## src/rtl/alu_pkg.sv

```systemverilog
// Shared definitions for the ALU/multiply-divide unit.
//   - Function codes accepted on the Signal input.
//   - State encoding for the iterative multiply/divide engine.
//   - add_ovf(): signed overflow detection for ADD/SUB from operand/result sign bits.
package alu_pkg;

    // Single-cycle function codes
    localparam logic [5:0] FnAnd   = 6'd36;
    localparam logic [5:0] FnOr    = 6'd37;
    localparam logic [5:0] FnAdd   = 6'd32;
    localparam logic [5:0] FnSub   = 6'd34;
    localparam logic [5:0] FnSlt   = 6'd42;
    localparam logic [5:0] FnMfhi  = 6'd16;
    localparam logic [5:0] FnMflo  = 6'd18;
    // Iterative function codes
    localparam logic [5:0] FnMultu = 6'd25;
    localparam logic [5:0] FnDivu  = 6'd27;

    // Iterator state encoding
    localparam logic [1:0] StIdle = 2'd0;
    localparam logic [1:0] StMul  = 2'd1;
    localparam logic [1:0] StDiv  = 2'd2;

    // ADD overflows when operand signs agree; SUB when they differ. In both cases the
    // result sign must also differ from A's sign.
    function automatic logic add_ovf(input logic a_msb, input logic b_msb,
                                     input logic r_msb, input logic is_sub);
        logic signs_trigger;
        signs_trigger = is_sub ? (a_msb != b_msb) : (a_msb == b_msb);
        return signs_trigger && (r_msb != a_msb);
    endfunction

endpackage

```

## src/rtl/mul_div_iter.sv

```systemverilog
// Iterative unsigned multiply (shift-add) / divide (restoring), one bit per cycle.
// Ports:
//   clk_i, reset_i      : clock, synchronous active-high reset (aborts any iteration)
//   start_i, op_div_i   : launch an operation (ignored unless idle); 1 = DIVU, 0 = MULTU
//   a_i, b_i            : multiplicand/multiplier or dividend/divisor
//   busy_o              : iteration in progress
//   fin_o               : the current cycle performs the final iteration
//   op_div_o            : the running operation is a divide
//   hi_o, lo_o          : next-state result; valid to commit when fin_o is high
module mul_div_iter
    import alu_pkg::*;
#(
    parameter int unsigned WIDTH = 32
) (
    input  logic             clk_i,
    input  logic             reset_i,
    input  logic             start_i,
    input  logic             op_div_i,
    input  logic [WIDTH-1:0] a_i,
    input  logic [WIDTH-1:0] b_i,
    output logic             busy_o,
    output logic             fin_o,
    output logic             op_div_o,
    output logic [WIDTH-1:0] hi_o,
    output logic [WIDTH-1:0] lo_o
);

    localparam int unsigned CW = $clog2(WIDTH) + 1;

    logic [1:0]       state_q, state_d;
    logic [CW-1:0]    cnt_q, cnt_d;
    logic [WIDTH-1:0] hi_q, hi_d, lo_q, lo_d, opb_q, opb_d;

    // Shared WIDTH+1-bit adder/subtractor; bit WIDTH+1 is the carry (no-borrow on subtract).
    logic [WIDTH:0]   add_x, add_y;
    logic             add_sub;
    logic [WIDTH+1:0] add_res;

    assign add_res = {1'b0, add_x} + {1'b0, add_y ^ {(WIDTH + 1){add_sub}}}
                   + {{(WIDTH + 1){1'b0}}, add_sub};

    logic last;
    assign last = (cnt_q == CW'(WIDTH - 1));

    always_comb begin
        state_d = state_q;
        cnt_d   = cnt_q;
        hi_d    = hi_q;
        lo_d    = lo_q;
        opb_d   = opb_q;
        add_x   = '0;
        add_y   = '0;
        add_sub = 1'b0;
        case (state_q)
            StIdle: begin
                if (start_i) begin
                    state_d = op_div_i ? StDiv : StMul;
                    cnt_d   = '0;
                    hi_d    = '0;
                    // lo holds the multiplier (shifted out LSB-first) or the dividend
                    // (shifted out MSB-first, quotient shifted in behind it).
                    lo_d    = op_div_i ? a_i : b_i;
                    opb_d   = op_div_i ? b_i : a_i;
                end
            end
            StMul: begin
                add_x        = {1'b0, hi_q};
                add_y        = lo_q[0] ? {1'b0, opb_q} : '0;
                {hi_d, lo_d} = {add_res[WIDTH:0], lo_q[WIDTH-1:1]};
                cnt_d        = cnt_q + CW'(1);
                if (last) state_d = StIdle;
            end
            StDiv: begin
                add_x   = {hi_q, lo_q[WIDTH-1]};
                add_y   = {1'b0, opb_q};
                add_sub = 1'b1;
                // A zero divisor always "fits": quotient becomes all ones and the
                // remainder accumulates the dividend, with no special casing.
                if (add_res[WIDTH+1]) begin
                    hi_d = add_res[WIDTH-1:0];
                    lo_d = {lo_q[WIDTH-2:0], 1'b1};
                end else begin
                    hi_d = add_x[WIDTH-1:0];
                    lo_d = {lo_q[WIDTH-2:0], 1'b0};
                end
                cnt_d = cnt_q + CW'(1);
                if (last) state_d = StIdle;
            end
            default: state_d = StIdle;
        endcase
    end

    always_ff @(posedge clk_i) begin
        if (reset_i) begin
            state_q <= StIdle;
            cnt_q   <= '0;
            hi_q    <= '0;
            lo_q    <= '0;
            opb_q   <= '0;
        end else begin
            state_q <= state_d;
            cnt_q   <= cnt_d;
            hi_q    <= hi_d;
            lo_q    <= lo_d;
            opb_q   <= opb_d;
        end
    end

    assign busy_o   = (state_q != StIdle);
    assign fin_o    = busy_o && last;
    assign op_div_o = (state_q == StDiv);
    assign hi_o     = hi_d;
    assign lo_o     = lo_d;

endmodule

```

## src/rtl/alu_mdu.sv

```systemverilog
// Multi-cycle ALU with integrated iterative MULTU/DIVU writing HI/LO.
// Ports:
//   clk, reset     : clock, synchronous active-high reset
//   start, Signal  : launch request and 6-bit function code (accepted when !busy)
//   dataA, dataB   : operands (dividend/divisor for DIVU)
//   busy           : multiply/divide iteration in progress
//   done           : one-cycle completion pulse
//   dataOut        : result of last single-cycle op
//   hi, lo         : multiply/divide results
//   ovf, dz, err   : ADD/SUB signed overflow, DIVU zero divisor, illegal function code
module alu_mdu
    import alu_pkg::*;
#(
    parameter int unsigned WIDTH = 32
) (
    input  logic             clk,
    input  logic             reset,
    input  logic             start,
    input  logic [5:0]       Signal,
    input  logic [WIDTH-1:0] dataA,
    input  logic [WIDTH-1:0] dataB,
    output logic             busy,
    output logic             done,
    output logic [WIDTH-1:0] dataOut,
    output logic [WIDTH-1:0] hi,
    output logic [WIDTH-1:0] lo,
    output logic             ovf,
    output logic             dz,
    output logic             err
);

    logic [WIDTH-1:0] dout_q, dout_d, hi_q, hi_d, lo_q, lo_d;
    logic             done_q, done_d, ovf_q, ovf_d, dz_q, dz_d, err_q, err_d;
    logic             dzp_q, dzp_d;  // divisor-was-zero, held until the DIVU commits

    logic             iter_busy, iter_fin, iter_div;
    logic [WIDTH-1:0] iter_hi, iter_lo;
    logic             accept, is_mdu;

    assign accept = start && !iter_busy;
    assign is_mdu = (Signal == FnMultu) || (Signal == FnDivu);

    mul_div_iter #(
        .WIDTH(WIDTH)
    ) u_iter (
        .clk_i   (clk),
        .reset_i (reset),
        .start_i (accept && is_mdu),
        .op_div_i(Signal == FnDivu),
        .a_i     (dataA),
        .b_i     (dataB),
        .busy_o  (iter_busy),
        .fin_o   (iter_fin),
        .op_div_o(iter_div),
        .hi_o    (iter_hi),
        .lo_o    (iter_lo)
    );

    logic [WIDTH-1:0] sum, diff;
    logic             ovf_add, ovf_sub;

    assign sum     = dataA + dataB;
    assign diff    = dataA - dataB;
    assign ovf_add = add_ovf(dataA[WIDTH-1], dataB[WIDTH-1], sum[WIDTH-1], 1'b0);
    assign ovf_sub = add_ovf(dataA[WIDTH-1], dataB[WIDTH-1], diff[WIDTH-1], 1'b1);

    always_comb begin
        dout_d = dout_q;
        hi_d   = hi_q;
        lo_d   = lo_q;
        done_d = 1'b0;
        ovf_d  = ovf_q;
        dz_d   = dz_q;
        err_d  = err_q;
        dzp_d  = dzp_q;
        if (accept) begin
            err_d  = 1'b0;
            done_d = !is_mdu;
            case (Signal)
                FnAnd:   dout_d = dataA & dataB;
                FnOr:    dout_d = dataA | dataB;
                FnAdd:   begin dout_d = sum;  ovf_d = ovf_add; end
                FnSub:   begin dout_d = diff; ovf_d = ovf_sub; end
                // Sign of A-B corrected by overflow gives true signed less-than.
                FnSlt:   dout_d = {{(WIDTH - 1){1'b0}}, diff[WIDTH-1] ^ ovf_sub};
                FnMfhi:  dout_d = hi_q;
                FnMflo:  dout_d = lo_q;
                FnMultu: ;
                FnDivu:  dzp_d = (dataB == '0);
                default: begin dout_d = '0; err_d = 1'b1; end
            endcase
        end
        if (iter_fin) begin
            hi_d   = iter_hi;
            lo_d   = iter_lo;
            done_d = 1'b1;
            if (iter_div) dz_d = dzp_q;
        end
    end

    always_ff @(posedge clk) begin
        if (reset) begin
            dout_q <= '0;
            hi_q   <= '0;
            lo_q   <= '0;
            done_q <= 1'b0;
            ovf_q  <= 1'b0;
            dz_q   <= 1'b0;
            err_q  <= 1'b0;
            dzp_q  <= 1'b0;
        end else begin
            dout_q <= dout_d;
            hi_q   <= hi_d;
            lo_q   <= lo_d;
            done_q <= done_d;
            ovf_q  <= ovf_d;
            dz_q   <= dz_d;
            err_q  <= err_d;
            dzp_q  <= dzp_d;
        end
    end

    assign busy    = iter_busy;
    assign done    = done_q;
    assign dataOut = dout_q;
    assign hi      = hi_q;
    assign lo      = lo_q;
    assign ovf     = ovf_q;
    assign dz      = dz_q;
    assign err     = err_q;

endmodule

```

## config.mk

```make
export PLATFORM = sky130hd
export DESIGN_NAME = alu_mdu
export DESIGN_NICKNAME = d
export VERILOG_FILES = /design/src/rtl/alu_pkg.sv /design/src/rtl/mul_div_iter.sv /design/src/rtl/alu_mdu.sv
export SDC_FILE = /design/constraint.sdc
export NUM_CORES = 1
export LEC_CHECK = 0
export BUFFER_PORTS_ARGS = -buffer_cell sky130_fd_sc_hd__buf_2
export CAP_MARGIN = 20
export CORE_UTILIZATION = 25
export DETAILED_ROUTE_END_ITERATION = 8
export PLACE_DENSITY = 0.5
export SLEW_MARGIN = 15
export SYNTH_ARGS = -nofsm -noshare
export SYNTH_HDL_FRONTEND = slang
export SYNTH_HIERARCHICAL = 1
export SYNTH_SLANG_ARGS = --single-unit
```

## constraint.sdc

```tcl
create_clock -name clk -period 6 [get_ports clk]
set_input_delay 0.6 -clock clk [delete_from_list [all_inputs] [get_ports clk]]
set_output_delay 0.6 -clock clk [all_outputs]
set_load 0.01 [all_outputs]
```

==> results of run 1 <==
-- final cells by class --
type | instances | area share
Clock buffer | 30 | 0.03353
Clock inverter | 13 | 0.009808
Inverter | 126 | 0.02317
Multi-Input combinational cell | 1809 | 0.6190
Sequential cell | 205 | 0.2011
Tap cell | 940 | 0.05762
Timing Repair Buffer | 202 | 0.05584
-- path summary, 6_finish.rpt --
path | start | cells past startpoint | end | slack, ns
worst max register to register | u_iter/state_q[1] | 16 | hi[1] | 0.75
worst max-delay path | u_iter/state_q[1] | 16 | hi[1] | 0.75
worst min register to register | dataOut[21] | 2 | dataOut[21] | 0.45
worst min-delay path | reset | 2 | u_iter/opb_q[24] | 0.41
-- logic make-up (layout without fill, tap and decap cells) --
| logic type | count (synthesis) | after routing | synth area share |
|---|---|---|---|
| multiplexers | 209 | 209 | 0.1220 |
| buffers and inverters | 290 | 371 | 0.06387 |
| XOR/XNOR | 59 | 59 | 0.02902 |
| AO/OA/AOI/OAI | 679 | 679 | 0.2675 |
| adder cells (fa/ha/maj) | 142 | 142 | 0.1015 |
| AND/OR/NAND/NOR | 720 | 720 | 0.1856 |
| flip-flops | 205 | 205 | 0.2305 |
-- critical path: cells and delay by family, from the launching register on --
kind / cells / cell delay, ns
buffers and inverters: 2 / 0.52
adders and majority gates: 2 / 1.28
DFF: 1 / 0.43
AOI/OAI and AO/OA: 7 / 2.04
and+or+nand+nor: 2 / 0.19
muxes: 3 / 0.62
-- layer usage --
| metal | part of all wire | vias up | track usage |
|---|---|---|---|
| met1 | 0.49 | 8768 | 0.2912 |
| li1 | - | 8507 | - |
| met2 | 0.43 | 684 | 0.3027 |
| met4 | 0.018 | 0 | 0.03363 |
| met5 | 0 | - | 0 |
| met3 | 0.062 | 71 | 0.02110 |
-- Yosys cell counts, types with 14 or more instances --
library cell | n | area share
sky130_fd_sc_hd__a21boi_0 | 17 | 0.0072
sky130_fd_sc_hd__nand3_1 | 33 | 0.0093
sky130_fd_sc_hd__o211ai_1 | 19 | 0.0080
sky130_fd_sc_hd__nand2b_1 | 17 | 0.0060
sky130_fd_sc_hd__a31oi_1 | 34 | 0.012
sky130_fd_sc_hd__xnor2_1 | 45 | 0.022
sky130_fd_sc_hd__a22oi_1 | 32 | 0.013
sky130_fd_sc_hd__nor2_1 | 235 | 0.050
sky130_fd_sc_hd__nand4_1 | 19 | 0.0067
sky130_fd_sc_hd__nand2_1 | 225 | 0.047
sky130_fd_sc_hd__o21bai_1 | 17 | 0.0072
sky130_fd_sc_hd__o31ai_1 | 15 | 0.0063
sky130_fd_sc_hd__dfxtp_1 | 205 | 0.23
sky130_fd_sc_hd__o21ai_0 | 124 | 0.035
sky130_fd_sc_hd__a211oi_1 | 69 | 0.029
sky130_fd_sc_hd__clkbuf_1 | 116 | 0.024
sky130_fd_sc_hd__nor3_1 | 50 | 0.014
sky130_fd_sc_hd__a21o_1 | 21 | 0.0089
sky130_fd_sc_hd__a222oi_1 | 31 | 0.017
sky130_fd_sc_hd__xor2_1 | 14 | 0.0069
sky130_fd_sc_hd__a21oi_1 | 132 | 0.037
sky130_fd_sc_hd__o22ai_1 | 24 | 0.0084
sky130_fd_sc_hd__nor2b_1 | 59 | 0.021
sky130_fd_sc_hd__buf_1 | 28 | 0.0059
sky130_fd_sc_hd__or2_2 | 14 | 0.0049
sky130_fd_sc_hd__ha_1 | 138 | 0.097
sky130_fd_sc_hd__mux2_2 | 64 | 0.040
sky130_fd_sc_hd__mux2i_1 | 144 | 0.081
sky130_fd_sc_hd__inv_1 | 125 | 0.026
sky130_fd_sc_hd__nor4_1 | 16 | 0.0056
-- registers in the layout (all words and copies together) (netlist names) --
signal          count
dataOut            32
done                1
dz                  1
dzp_q               1
err                 1
hi                 32
lo                 32
ovf                 1
u_iter/cnt_q        6
u_iter/hi_q        32
u_iter/lo_q        32
u_iter/opb_q       32
u_iter/state_q      2
-- placed cells by master, fill, tap and decap left out, types with 13 or more instances in the layout --
master	n
sky130_fd_sc_hd__nor4_1	15
sky130_fd_sc_hd__o21bai_1	17
sky130_fd_sc_hd__nor3_1	50
sky130_fd_sc_hd__xnor2_1	45
sky130_fd_sc_hd__or2_2	14
sky130_fd_sc_hd__a222oi_1	31
sky130_fd_sc_hd__o211ai_1	19
sky130_fd_sc_hd__buf_4	25
sky130_fd_sc_hd__buf_2	172
sky130_fd_sc_hd__a21o_1	21
sky130_fd_sc_hd__clkbuf_16	25
sky130_fd_sc_hd__nor2b_1	59
sky130_fd_sc_hd__o21ai_0	124
sky130_fd_sc_hd__nand2_1	223
sky130_fd_sc_hd__mux2_2	64
sky130_fd_sc_hd__a21boi_0	17
sky130_fd_sc_hd__a22oi_1	32
sky130_fd_sc_hd__a31oi_1	33
sky130_fd_sc_hd__o21a_1	13
sky130_fd_sc_hd__o22ai_1	24
sky130_fd_sc_hd__o31ai_1	15
sky130_fd_sc_hd__nand2b_1	17
sky130_fd_sc_hd__nand3_1	33
sky130_fd_sc_hd__nor2_1	233
sky130_fd_sc_hd__ha_1	134
sky130_fd_sc_hd__inv_1	125
sky130_fd_sc_hd__nand4_1	19
sky130_fd_sc_hd__mux2i_1	144
sky130_fd_sc_hd__dfxtp_1	205
sky130_fd_sc_hd__a21oi_1	132
sky130_fd_sc_hd__xor2_1	14
sky130_fd_sc_hd__a211oi_1	69
-- per-stage QoR --
stage / utilization / setup WS, ns / total power, mW / hold WS (ns)
after floorplan: - / 1.644 / 1.834 / 0.4324
final: 0.2905 / 0.7542 / 3.735 / 0.4056
after CTS: 0.2905 / 0.8307 / 3.741 / 0.3957
after detailed placement: 0.2779 / 0.8449 / 2.070 / 0.4476
after global routing: 0.2905 / 0.3682 / 3.868 / 0.4064
after global placement: 0.2779 / 1.068 / 2.068 / 0.4424
-- power groups by stage --
stage          registers [mW]  logic (mW)  clock network [mW]
2_1_floorplan            1.41       0.420                   0
5_1_grt                  1.38       0.726                1.76
6_report                 1.38       0.671                1.68
3_5_place_dp             1.41       0.656                   0
3_3_place_gp             1.41       0.654                   0
4_1_cts                  1.38       0.660                1.70
==> run summary, run 1 <==
The run finished with clean final reports. In this run the vertical extent of the chip is 268.9 µm. The number of global-route vias before repair came out at 16812. The area occupied by registers is 4104 µm².

The count of synthesis-stage warnings from yosys came out at 6. Counting the buffers created by CTS gives 25. The clock transition time at the flip-flop clock pins of the worst setup and hold paths is 0.06 ns. The number of cells after detailed placement came out at 3282. The worst setup path is launched from a flip-flop.

The master of the slowest instance on the critical path is sky130_fd_sc_hd__ha_2. The share of total power dissipated in the clock network is 0.450. The worst stage delay on the critical path is 0.91 ns. The number of max-capacitance violations reported came out at 0.

Setup repair after global routing left no endpoint under its margin. The overall die area is 72300 µm². The number of instances in the synthesized netlist came out at 2304.

The worst path needs 5.246 ns of the cycle, external delays included. The detail route stage leaves a number of antenna-violating nets equal to 0. The finished cells cover 20410 µm².

The maximum number of buffers from clock root to sink is 3. The global-route usage over all layers came out at 0.1956. In this run the worst path has a maximum fanout of 52. The post-CTS setup buffer count came out at 0. The number of rows created at floorplan came out at 97. The net count reported at finish came out at 2584. TritonCTS built the clock tree. By startpoint and endpoint, the worst setup path is classified as flip-flop to flip-flop. The average wire length per cell after detail routing is 21.91 µm. A synthesized cell averages 7.729 µm². The detailed-route DRC error count came out at 0. The number of I/O pins is 174. The post-route clock period utilization came out at 0.8743. The internal power contribution came out at 2.627 mW. The sort of element at the end of the critical path is a flip-flop. In this run the horizontal extent of the chip is 268.9 µm. Setup violations remaining at the end of the flow were counted as 0. The cell sitting at the root of the clock tree is a sky130_fd_sc_hd__clkbuf_16. The number of flops mapped to enable cells by yosys came out at 0. For this configuration, the core starts out at a cell density of 0.2534. The analysis attributes to cell leakage a power of 7.980 nW. The count of cell types in the netlist is 94.

The mapped netlist covers 17810 µm². The clock insertion delay at the later pin of the skew report is 0.55 ns. The number of hold violations in the final report is 0. Summing over every cut layer, the via total after detailed routing is 18030.

After clock tree synthesis, the flow added hold-fix buffers numbering 0. The layout has 7580 filler cells. The relative area change from synthesis to final layout came out at 14.62%. The instance area at placement is 19530 µm². The pin count of the biggest net entering global routing is 173. The iteration-0 DRC count of the detailed router is 2071. The combined area of the multi-input logic cells came out at 12630 µm². The total count of max-transition violations in the final report came to 0.

The number of antenna diodes in the final layout is 0. The final standard cell count with taps included and fillers excluded came out at 3325. The first global-routing pass estimated 109000 µm of wire. The data arrival at the endpoint of the critical path came out at 5.65 ns. The ratio of routed vias to standard cells came out at 5.423.

Input and output buffers added on the ports amount to 173. Adding up every negative setup slack in the final design gives 0 ns. The async set-reset flop share out of synthesis came out at 0. At the pin with the least slew margin, the transition time is 0.9956 ns. The share of total power dissipated in combinational logic is 0.180. CTS built an H-tree with a depth of 1. Of the total power, the share spent switching nets is 0.2965. The final weighted congestion in routability-driven placement came out at 0.9019. The sequential fraction of the synthesis area came out at 0.2305. The fmax is 0.1906 GHz.

At the worst endpoint, the required time is 6.41 ns. The worst-case vdd ir drop came out at 0.2329 mV. The total length of routed wires came out at 72860 µm.

In the final layout, the share of cells above drive strength 1 is 0.1530. The number of resized instances in the post-cts repair step is 0. The cell area power density is 183.0 nW/µm². Walking the worst path, the cells encountered are inv_1, ha_2, nand2_1, mux2_2, ha_1, a21oi_1, o21ai_1, a211oi_2, o221ai_4, a21oi_2, buf_4, mux2i_1, a211oi_1, a21oi_1, mux2i_1, nor2_1.

The residual overflow from global routing is 0. The reported net switching power came out at 1.107 mW. The initial antenna violation count came out at 2. The placed wire-length estimate is 54960 µm. Synthesis inferred 205 register bits. The worst-case headroom to the max-slew limit came out at 0.3302. The sequential group share of total power is 0.371. The flip-flop cell with the highest count after synthesis is sky130_fd_sc_hd__dfxtp_1.

The area of the core came out at 70270 µm². The detailed-routing iteration count for the pre-antenna-repair pass is 6. For this design, the sink count on the clock tree is 205. The synthesized netlist net count came out at 2519. Across the routed clock network, the largest skew measured is 0.01345 ns. The min-delay analysis places its worst path in the category input port to flip-flop.
Note: power is estimated with default switching activity, not from simulation.
==> run 2: changes to the inputs <==
--- a/config.mk
+++ b/config.mk
@@ -7,6 +7,7 @@
 export LEC_CHECK = 0
 export BUFFER_PORTS_ARGS = -buffer_cell sky130_fd_sc_hd__buf_2
 export CAP_MARGIN = 20
+export CORE_ASPECT_RATIO = 1.4
 export CORE_UTILIZATION = 25
 export DETAILED_ROUTE_END_ITERATION = 8
 export PLACE_DENSITY = 0.5
==> constraint.sdc (replaced) <==
create_clock -name clk -period 6 [get_ports clk]
set_input_delay 0.6 -clock clk [delete_from_list [all_inputs] [get_ports clk]]
set_output_delay 0.6 -clock clk [all_outputs]
set_load 0.02 [all_outputs]
==> run 2 against run 1 <==
Against the previous run:
- the flow now finishes with violations (design-rule violations)
- setup slack gained 0.19 ns
- clock power fell by 4%
- cell count hardly changed
- count of clock-buffer cells in the layout up 2
- fmax is 3.7% higher
- final area shrank 0.21%
==> run summary, run 2 (synthesis results as in run 1) <==
The detailed-route DRC error count was 13 (+13). The number of global-route vias before repair came to 17704 (+5.3%). The worst setup path is captured at a flip-flop. TritonCTS built the clock tree. The placed wire-length estimate is 57420 µm (+4.5%). The area occupied by registers came to 4104 µm² (unchanged). The kind of start point of the critical path is a flip-flop. The initial antenna violation count is 3 (+1). The setup TNS after final layout is 0 ns (unchanged). The ratio of routed vias to standard cells came out at 5.408 (-0.26%). The minimum clock period came out at 5.058 ns (-0.1875 ns). The clock transition time at the flip-flop clock pins of the worst setup and hold paths is 0.07 ns (about the same). The total of hold buffers inserted after clock tree synthesis is 0 (unchanged). The sequential group share of total power is 0.377 (+0.006). The residual overflow from global routing was 0 (unchanged). The combined area of the multi-input logic cells came out at 12630 µm² (about the same). The total length of routed wires is 74460 µm (+2.2%). CTS placed an instance of sky130_fd_sc_hd__clkbuf_16 at the clock tree root. The smallest hold slack is 0.4540 ns (+0.04839 ns).

The combinational cell fraction of total power is 0.186 (+0.006). The post-route antenna net violation count came out at 0 (unchanged). The number of rows created at floorplan is 115 (+19%). The worst-case vdd ir drop came to 0.1666 mV (-28%). The final number of setup-violating endpoints is 0 (unchanged). The initial cell density of the core came out at 0.2531 (-0.0003244). The deepest level of the CTS H-tree came to 1 (unchanged). The number of hold violations in the final report was 0 (unchanged). The worst-margin pin slew came out at 1.067 ns (+0.07179 ns). The checks that failed: design-rule violations.

The number of resized instances in the post-cts repair step is 0 (unchanged). The fmax came out at 0.1977 GHz (+3.7%). The share of total power in the clock network came to 0.437 (-0.013).

The leakage power total came out at 7.965 nW (-0.18%). The total of buffers placed on input and output ports is 173 (unchanged). The clock insertion delay at the later pin of the skew report came to 0.57 ns (+0.02 ns). The flow ran to the end, but the final reports show violations. The relative area change from synthesis to final layout is 14.38%. The post-route clock period utilization came out at 0.8431 (-0.03125). The net count reported at finish is 2589 (+0.19%). The global-route wire length before repair came out at 110400 µm (+1.2%). The clock skew after layout came out at 0.04389 ns (+0.03043 ns). The fraction of the core area covered by cells at the end of the flow was 0.2895 (-0.0009760).

The total count of max-transition violations in the final report is 0 (unchanged). The worst setup path is of the flip-flop to flip-flop kind. The post-CTS setup buffer count came out at 0 (unchanged). The data arrival at the endpoint of the critical path came out at 5.46 ns (-0.19 ns). The reported net switching power was 1.119 mW (+1.0%). The routed via count is 17994 (-0.20%). The number of max-capacitance violations reported came out at 0 (unchanged). The most frequent standard cell in the layout excluding fill and tap cells is sky130_fd_sc_hd__nor2_1. The number of CTS-inserted buffers is 24 (-4.0%). The overall die area came out at 72320 µm² (about the same). The global-route usage over all layers is 0.2003 (+0.004669). The layout filler cell count is 7605 (+0.33%). The tightest min-delay check is of the input port to flip-flop type. The final weighted congestion in routability-driven placement came to 0.9578 (+6.2%).

The average wire length per cell after detail routing came out at 22.38 µm (+2.1%). The worst-case headroom to the max-slew limit was 0.2884 (-0.04174). The internal power contribution was 2.554 mW (-2.8%). The area of the core is 70360 µm² (+0.13%). The number of clock sinks is 205 (unchanged). The maximum fanout along the worst path is 52 (unchanged). The proportion of total power due to net switching came out at 0.3045 (+0.008036). The detailed-routing iteration count for the pre-antenna-repair pass came to 9 (+3). The pin count of the biggest net entering global routing came out at 73 (-58%). Setup repair after global routing left no endpoint under its margin. Leaving out fill and tap cells, the most frequent cells in the layout are sky130_fd_sc_hd__nor2_1, sky130_fd_sc_hd__nand2_1, sky130_fd_sc_hd__dfxtp_1. The die outline height is 317.8 µm (+18%). The overall die width came to 227.6 µm (-15%). The cell area power density came out at 180.3 nW/µm² (-1.4%). The maximum number of buffers from clock root to sink is 3 (unchanged). The required time at the worst-slack endpoint came out at 6.40 ns (about the same). The fraction of layout instances using a drive strength above 1 is 0.1523 (-0.0007386).

The number of I/O pins came out at 174 (unchanged). The iteration-0 DRC count of the detailed router is 1533 (-26%). The total power of the final layout is 3.673 mW (-1.7%).
run 2: cell count changes in the layout (fill, tap and decap cells not counted):
cell	delta
sky130_fd_sc_hd__clkinv_2	-4
sky130_fd_sc_hd__nand2_4	-1
sky130_fd_sc_hd__bufinv_16	-1
sky130_fd_sc_hd__diode_2	+1
sky130_fd_sc_hd__nand2_1	+1
sky130_fd_sc_hd__buf_12	-2
sky130_fd_sc_hd__buf_2	-1
sky130_fd_sc_hd__clkinv_4	+2
sky130_fd_sc_hd__clkbuf_1	+5
sky130_fd_sc_hd__buf_4	+9
sky130_fd_sc_hd__clkbuf_8	-3
run 2: path summary, 6_finish.rpt:
kind	start	slack (ns)	cells after the start	endpoint
max	u_iter/state_q[0]	0.94	16	hi[0]
min	dataA[31]	0.45	3	u_iter/opb_q[31]
max reg2reg	u_iter/state_q[0]	0.94	16	hi[0]
min reg2reg	dzp_q	0.47	2	dzp_q
run 2: layout make-up:
type                            instances  area share
Multi-Input combinational cell       1809      0.6199
Sequential cell                       205      0.2015
Tap cell                              936     0.05750
Timing Repair Buffer                  208     0.05707
Clock buffer                           32     0.03250
Inverter                              126     0.02322
Clock inverter                         10    0.008231
Antenna cell                            1   0.0001229
run 2: per-layer routing:
metal / up-vias / track usage / part of all wire
li1: 8519 / - / -
met1: 8767 / 0.2451 / 0.42
met2: 575 / 0.3468 / 0.49
met3: 133 / 0.01783 / 0.045
met4: 0 / 0.09814 / 0.049
met5: - / 0 / 0
run 2: critical path, cell delays in order (launching register included):
cell and delay (ns):
sky130_fd_sc_hd__dfxtp_1 0.41, sky130_fd_sc_hd__inv_1 0.13, sky130_fd_sc_hd__ha_2 0.91, sky130_fd_sc_hd__nand2_1 0.16, sky130_fd_sc_hd__mux2_2 0.31, sky130_fd_sc_hd__ha_1 0.35, sky130_fd_sc_hd__and4_1 0.28, sky130_fd_sc_hd__a221o_1 0.40
sky130_fd_sc_hd__a21oi_2 0.39, sky130_fd_sc_hd__o221ai_4 0.21, sky130_fd_sc_hd__a21o_4 0.32, sky130_fd_sc_hd__buf_4 0.22, sky130_fd_sc_hd__and3_1 0.18, sky130_fd_sc_hd__a311oi_1 0.28, sky130_fd_sc_hd__a21oi_1 0.08, sky130_fd_sc_hd__mux2i_1 0.18
sky130_fd_sc_hd__nor2_1 0.05
run 2: power by group through the flow:
stage / Sequential, mW / Clock [mW] / Combinational (mW)
2_1_floorplan: 1.42 / 0 / 0.420
3_3_place_gp: 1.41 / 0 / 0.677
3_5_place_dp: 1.41 / 0 / 0.674
4_1_cts: 1.38 / 1.65 / 0.678
5_1_grt: 1.38 / 1.70 / 0.739
6_report: 1.38 / 1.61 / 0.683
run 2: metrics by stage:
stage	std cells	cell area (µm²)	setup slack, ns
finish	3327	20370	0.9417
global route	3326	20370	0.6470
CTS	3326	20370	0.9727
detailed placement	3284	19540	1.024
global placement	3284	19540	1.061
floorplan	2304	17810	1.644
